==> src/rtl/tick_monitor_pkg.sv <==
// Shared definitions for the tick monitor and the upstream wrap-counter block:
// FSM state encoding and default timing constants.
package tick_monitor_pkg;

  typedef enum logic [1:0] {
    StHunt   = 2'd0,
    StAcq    = 2'd1,
    StLocked = 2'd2
  } tick_state_e;

  localparam int unsigned DefaultPeriod    = 53;
  localparam int unsigned DefaultCw        = 6;
  localparam int unsigned DefaultLockCount = 3;
  localparam int unsigned ErrCountWidth    = 8;

endpackage

==> src/rtl/sat_counter.sv <==
// Increment-enable counter that sticks at its all-ones value instead of wrapping.
module sat_counter #(
  parameter int unsigned Width = 8
) (
  input  logic             clk,
  input  logic             reset,
  input  logic             inc,
  output logic [Width-1:0] count
);

  logic [Width-1:0] count_q, count_d;

  always_comb begin
    count_d = count_q;
    if (inc && (count_q != {Width{1'b1}})) begin
      count_d = count_q + Width'(1);
    end
  end

  always_ff @(posedge clk or posedge reset) begin
    if (reset) begin
      count_q <= '0;
    end else begin
      count_q <= count_d;
    end
  end

  assign count = count_q;

endmodule

==> src/rtl/tick_monitor.sv <==
// Watches a periodic one-cycle strobe, locks after a run of correctly spaced ticks,
// and flags early or missing ticks once locked.
module tick_monitor
  import tick_monitor_pkg::*;
#(
  parameter int unsigned PERIOD     = DefaultPeriod,
  parameter int unsigned CW         = DefaultCw,
  parameter int unsigned LOCK_COUNT = DefaultLockCount
) (
  input  logic                     clk,
  input  logic                     reset,
  input  logic                     tick_in,
  output logic                     locked,
  output logic                     err,
  output logic [ErrCountWidth-1:0] err_count,
  output logic [CW-1:0]            last_period,
  output logic [1:0]               state
);

  localparam logic [CW-1:0] GapLast    = CW'(PERIOD - 1);
  localparam logic [3:0]    LockTarget = 4'(LOCK_COUNT);

  tick_state_e   state_q, state_d;
  logic [CW-1:0] gap_q, gap_d;
  logic [CW-1:0] last_period_q, last_period_d;
  logic [3:0]    good_cnt_q, good_cnt_d;
  logic          err_q, err_d;
  logic          at_last;
  logic [CW-1:0] gap_inc;

  // A tick seen while the gap sits at PERIOD-1 is on time; no tick then means it was missed.
  assign at_last = (gap_q == GapLast);
  assign gap_inc = gap_q + CW'(1);

  always_comb begin
    state_d       = state_q;
    gap_d         = tick_in ? '0 : gap_inc;
    last_period_d = last_period_q;
    good_cnt_d    = good_cnt_q;
    err_d         = 1'b0;

    case (state_q)
      StHunt: begin
        gap_d = '0;
        if (tick_in) begin
          state_d    = StAcq;
          good_cnt_d = '0;
        end
      end

      StAcq: begin
        if (tick_in) begin
          last_period_d = gap_inc;
          if (at_last) begin
            if ((good_cnt_q + 4'd1) == LockTarget) begin
              state_d    = StLocked;
              good_cnt_d = '0;
            end else begin
              good_cnt_d = good_cnt_q + 4'd1;
            end
          end else begin
            good_cnt_d = '0;
          end
        end else if (at_last) begin
          state_d    = StHunt;
          good_cnt_d = '0;
          gap_d      = '0;
        end
      end

      StLocked: begin
        if (tick_in) begin
          last_period_d = gap_inc;
          if (!at_last) begin
            err_d      = 1'b1;
            state_d    = StAcq;
            good_cnt_d = '0;
          end
        end else if (at_last) begin
          err_d      = 1'b1;
          state_d    = StHunt;
          good_cnt_d = '0;
          gap_d      = '0;
        end
      end

      default: begin
        state_d    = StHunt;
        gap_d      = '0;
        good_cnt_d = '0;
      end
    endcase
  end

  always_ff @(posedge clk or posedge reset) begin
    if (reset) begin
      state_q       <= StHunt;
      gap_q         <= '0;
      last_period_q <= '0;
      good_cnt_q    <= '0;
      err_q         <= 1'b0;
    end else begin
      state_q       <= state_d;
      gap_q         <= gap_d;
      last_period_q <= last_period_d;
      good_cnt_q    <= good_cnt_d;
      err_q         <= err_d;
    end
  end

  // Counts on the same edge that registers err.
  sat_counter #(
    .Width(ErrCountWidth)
  ) u_err_count (
    .clk  (clk),
    .reset(reset),
    .inc  (err_d),
    .count(err_count)
  );

  assign locked      = (state_q == StLocked);
  assign err         = err_q;
  assign last_period = last_period_q;
  assign state       = state_q;

endmodule

==> config.mk <==
export PLATFORM = sky130hd
export DESIGN_NAME = tick_monitor
export DESIGN_NICKNAME = d
export VERILOG_FILES = /design/src/rtl/tick_monitor_pkg.sv /design/src/rtl/sat_counter.sv /design/src/rtl/tick_monitor.sv
export SDC_FILE = /design/constraint.sdc
export NUM_CORES = 1
export LEC_CHECK = 0
export CAP_MARGIN = 10
export CORE_UTILIZATION = 50
export CTS_CLUSTER_DIAMETER = 100
export DETAILED_ROUTE_END_ITERATION = 7
export GPL_ROUTABILITY_DRIVEN = 1
export GPL_TIMING_DRIVEN = 0
export PLACE_DENSITY = 0.72
export SYNTH_ARGS = -nofsm -noshare
export SYNTH_HDL_FRONTEND = slang
export SYNTH_SLANG_ARGS = --single-unit
==> constraint.sdc <==
create_clock -name clk -period 2.9 [get_ports clk]
set_input_delay 0.58 -clock clk [delete_from_list [all_inputs] [get_ports clk]]
set_output_delay 0.58 -clock clk [all_outputs]
set_load 0.05 [all_outputs]
# Yosys cells after proc, flatten, opt, wreduce, memory -nomap -nowiden
# Cells that the tools add are included.
# totals
word_cells	48
reg_bits	27
in_bits	3
# classes
add_sub_neg	3
eq_ne	9
reduce_logical	6
muxes	24
# op_table
operator	n
2-to-1 mux 4 bit	7
2-to-1 mux 6 bit	4
2-to-1 mux 2 bit	7
case mux 4 bit (3 select lines)	1
inequality test 3 bit (second input constant)	3
adder 8 x 1 -> 8 bit (second input constant)	1
inequality test 8 bit (second input constant)	1
adder 6 x 1 -> 6 bit (second input constant)	1
equality test 6 bit (second input constant)	1
case mux 2 bit (3 select lines)	1
adder 4 x 1 -> 4 bit (second input constant)	1
equality test 4 x 2 -> 1 bit (second input constant)	1
2-to-1 mux 1 bit	4
AND reduction 2 bit	2
AND reduction 4 bit	1
equality test 2 x 1 -> 1 bit (second input constant)	1
equality test 2 bit (second input constant)	1
logical NOT 2 bit	1
inequality test 2 bit (second input constant)	1
OR reduction 2 bit	1
logical AND 1 bit	1

# Logic depth before layout (Yosys ltp)
# depth
ltp_word	6
mapped_depth	10
depth_no_buf	10

# By module
# From an unflattened synthesis, not the netlist that was laid out.
# unflattened
hier_cells	152
area_unflattened_um2	1466.4
# by_module_without_submodules
module	cells_per_inst	seq_area_each_um2	instances	area_per_inst_um2
tick_monitor	114	475.5	1	1047.3
sat_counter	38	200.2	1	419.2

# Worst setup path after synthesis
# Ideal clock, no wire load.
# synth_timing
kind	register to register
start	register state_q[1] (netlist: state[1])
end	register state_q[1] (netlist: state[1])
setup_slack_ns	0.632
stages_incl_launch_ff	6
required_ns	2.824
setup_time_ns	0.076
t_arrival_ns	2.191
path_buffers	1
path_cell_list	dfrtp_1 ha_1 clkbuf_1 a21oi_1 a2111o_1 o21ai_1
# synth_between
elab_chain_len	3
# synth_rtl
item	line_no	rtl
start, declared	tick_monitor.sv:23	tick_state_e state_q, state_d;
start signal, assigned	tick_monitor.sv:97	state_q <= StHunt;
start signal, assigned	tick_monitor.sv:103	state_q <= state_d;
equality test 2 bit (*)	-	
net locked	tick_monitor.sv:13	output logic locked,
inequality test 3 bit (no line)	-	
AND reduction 4 bit (no line)	-	
# The timed path passes the listed nets; every way through them passes the cells marked *.
# A chain may end at the register's enable or synchronous reset.

# Final worst setup path
# layout_timing
start	register state_q[0] (netlist: state[0])
end	output port locked
# layout_between
elab_chain_len	1
# layout_rtl
item	line_no	rtl
equality test 2 bit	tick_monitor.sv:121	assign locked = (state_q == StLocked);
end, declared	tick_monitor.sv:13	
# Every way passes these cells.

==> flow_summary.toml <==
[clock_network]
cts.sinks = 27
cts-root-buf = "clkbuf_4"
cts_buffers = 3
cts.clk_slew.worst_paths_ns = 0.13
htreeDepth = 1
ctsHoldBuffers = 0
cts_tree = "built"
cts_setup_buffers = 0
cts_resized = 0
clock_latency_ns = 0.31
clk_path_buf_depth = 2

[status]
status = "finished clean"

[timing]
slew_viol_final = 0
rsz0062_at_grt = "no"
fmax_mhz = 403
setup_tns_ns = 0
min_period_ns = 2.48
slew_headroom_pct = 35.9
timing.final.hold_violations = 0
fin_crit_sh_pct = 85.5
fin_skew_ns = 0.00198
setup_violations = 0
worst_pin_slew_ns = 0.961

[routing]
dr.pass1.iters = 4
ant_nets = 0
detail_route.wirelength_um = 2860
vias = 1175
drt_iter0_markers = 55
vias_per_cell = 5.70
drc_errors = 0
post_drt_wl_per_cell_um = 13.9

[place]
dp_hpwl_um = 2180
portBuffers = 20
place_inst = 202
place_congestion = 0.814

[worst_setup_path]
critPathTopFamily = "buffers and inverters"
worstSetupStartpointType = "register"
endpoint_kind = "output port"
required_ns = 2.32
cp.arrival_ns = 1.90
cp_num_buf_inv = 2
crit_chain = "inv_1 -> ha_1 -> clkdlybuf4s50_1"
path_class = "reg2out"
path_max_fanout = 6
critPathMaxStageDelay_ns = 0.80
slowest_stage = "clkdlybuf4s50_1"

[finish]
fin_cells = 206
antennaDiodeCount = 0
fin_util_pct = 63.7
drive_gt1_share_pct = 9.71
syn_to_final_growth_pct = 17.2
final_nets = 189

[synthesis]
syn_area_um2 = 1540
seq_area_frac_synth_pct = 43.9
synth_fp_nets = 164
synth-async-reset-ratio_pct = 100
synth-seq-cells = 27
synth_top_area_share_pct = 43.9
synth_area_leaders = "dfrtp_1, ha_1, xnor2_1"
synth_top_area_cell = "dfrtp_1"
yosysMostFrequentCell = "dfrtp_1"
yosysWarnings = 0
synthFlopType = "dfrtp_1"
syn_avg_cell_area_um2 = 10.2
yosysUniqueCellTypes = 44
synth_edf_count = 0
synth_common_cells = "dfrtp_1, nor2_1, inv_1, ha_1"
netlist_instances = 151

[floorplan]
core_area_um2 = 2830
num_rows = 19
die_h_um = 57.5
io_pins = 21
start_util_pct = 54.4
die-area_um2 = 3300
chipWidth_um = 57.5

[global_routing]
groute.layer.met3.usage_pct = 3.40
grtUsageMet1_pct = 27.2
busiest_layer = "met2"
grt_max_degree = 28
grt_use_total_pct = 19.6
overflow = 0
grt_use_met2_pct = 31.4
grt_pass1_wl_um = 5000
grt_pass1_vias = 1100
antenna_found_initial = 0

[pwr]
p_per_area_nw_per_um2 = 903
ir_worst_vdd_mv = 0.715
leakage_nw = 0.797

[worst_hold_path]
hold_class = "reg2reg"

[job]
cap_viol_max_count = 0
[registers in the layout, summed over array words and instances, names as in the netlist]
| signal | flops |
|---|---|
| err | 1 |
| gap_q | 6 |
| good_cnt_q | 4 |
| last_period | 6 |
| state | 2 |
| u_err_count.count | 8 |
[metal layers]
layer,wire length [um],share of wire [%]
met1,1340,47
met3,106,3.7
met5,0,0
met4,32,1.1
met2,1380,48
[worst reg2reg max path: stages (launching register included)]
cell and delay, ns:
dfrtp_1 0.44, inv_1 0.07, ha_1 0.22, inv_1 0.09, nor2_2 0.14, inv_2 0.08, ha_1 0.28, nand2b_1 0.18
a41oi_2 0.37, mux2_2 0.38
[final cells by class]
cell class | count | area [um^2]
fill | 239 | 1030
tap | 31 | 38.8
multi-input combinational | 106 | 793
sequential | 27 | 676
inverter | 14 | 52.6
buffer | 4 | 16.3
clock buffer | 4 | 26.3
timing repair buffer | 20 | 200
[metrics by stage]
step                hold slack, ns  power [mW]  cell area [um^2]  setup slack, ns
floorplan                    0.475        1.22              1540            0.632
global placement             0.498        1.46              1780            0.543
detailed placement           0.502        1.48              1780            0.522
CTS                          0.527        1.64              1800            0.397
global route                 0.557        1.73              1800            0.312
finish                       0.521        1.63              1800            0.419
[placed cells by master, fill, tap and decap left out, drive strengths merged, types with 2 or more instances in the layout]
master         Yosys  routed
xnor2              8       8
o31ai              2       2
and3               3       3
dfrtp             27      27
mux2               2       2
o21ai              4       4
nor2b              2       2
clkbuf             3       7
a221oi             3       3
clkdlybuf4s50      0      20
nand3              7       7
nand4              3       3
nor2              15      15
inv               14      14
nand2              7       7
o22a               2       2
a21oi              8       8
and4               2       2
ha                10      10
xor2               4       4
and2               4       4
[final timing paths]
kind,start,to,slack (ns),cells after the start
hold / removal,gap_q[0],gap_q[0],0.52,1
max in group asynchronous,reset,good_cnt_q[0],1.53,2
setup reg to reg,gap_q[0],u_err_count.count[1],0.54,9
min in group asynchronous,reset,u_err_count.count[4],0.79,2
hold reg to reg,gap_q[0],gap_q[0],0.52,1
setup / recovery,state[0],locked,0.42,3
[power breakdown]
| group | switching (mW) | leakage [nW] | internal (mW) |
|---|---|---|---|
| Clock | 0.0997 | 0.0150 | 0.0537 |
| Combinational | 0.595 | 0.427 | 0.331 |
| Sequential | 0.0813 | 0.355 | 0.467 |
[logic make-up after synthesis]
| kind of cell | synth area share, % |
|---|---|
| buffers and inverters | 4.47 |
| and+or+nand+nor | 17.8 |
| adders and majority gates | 8.14 |
| muxes | 1.46 |
| AOI/OAI and AO/OA | 17.3 |
| DFF | 43.9 |
| xor gates and xnor gates | 6.83 |
Power figures use the tool's default switching activity.
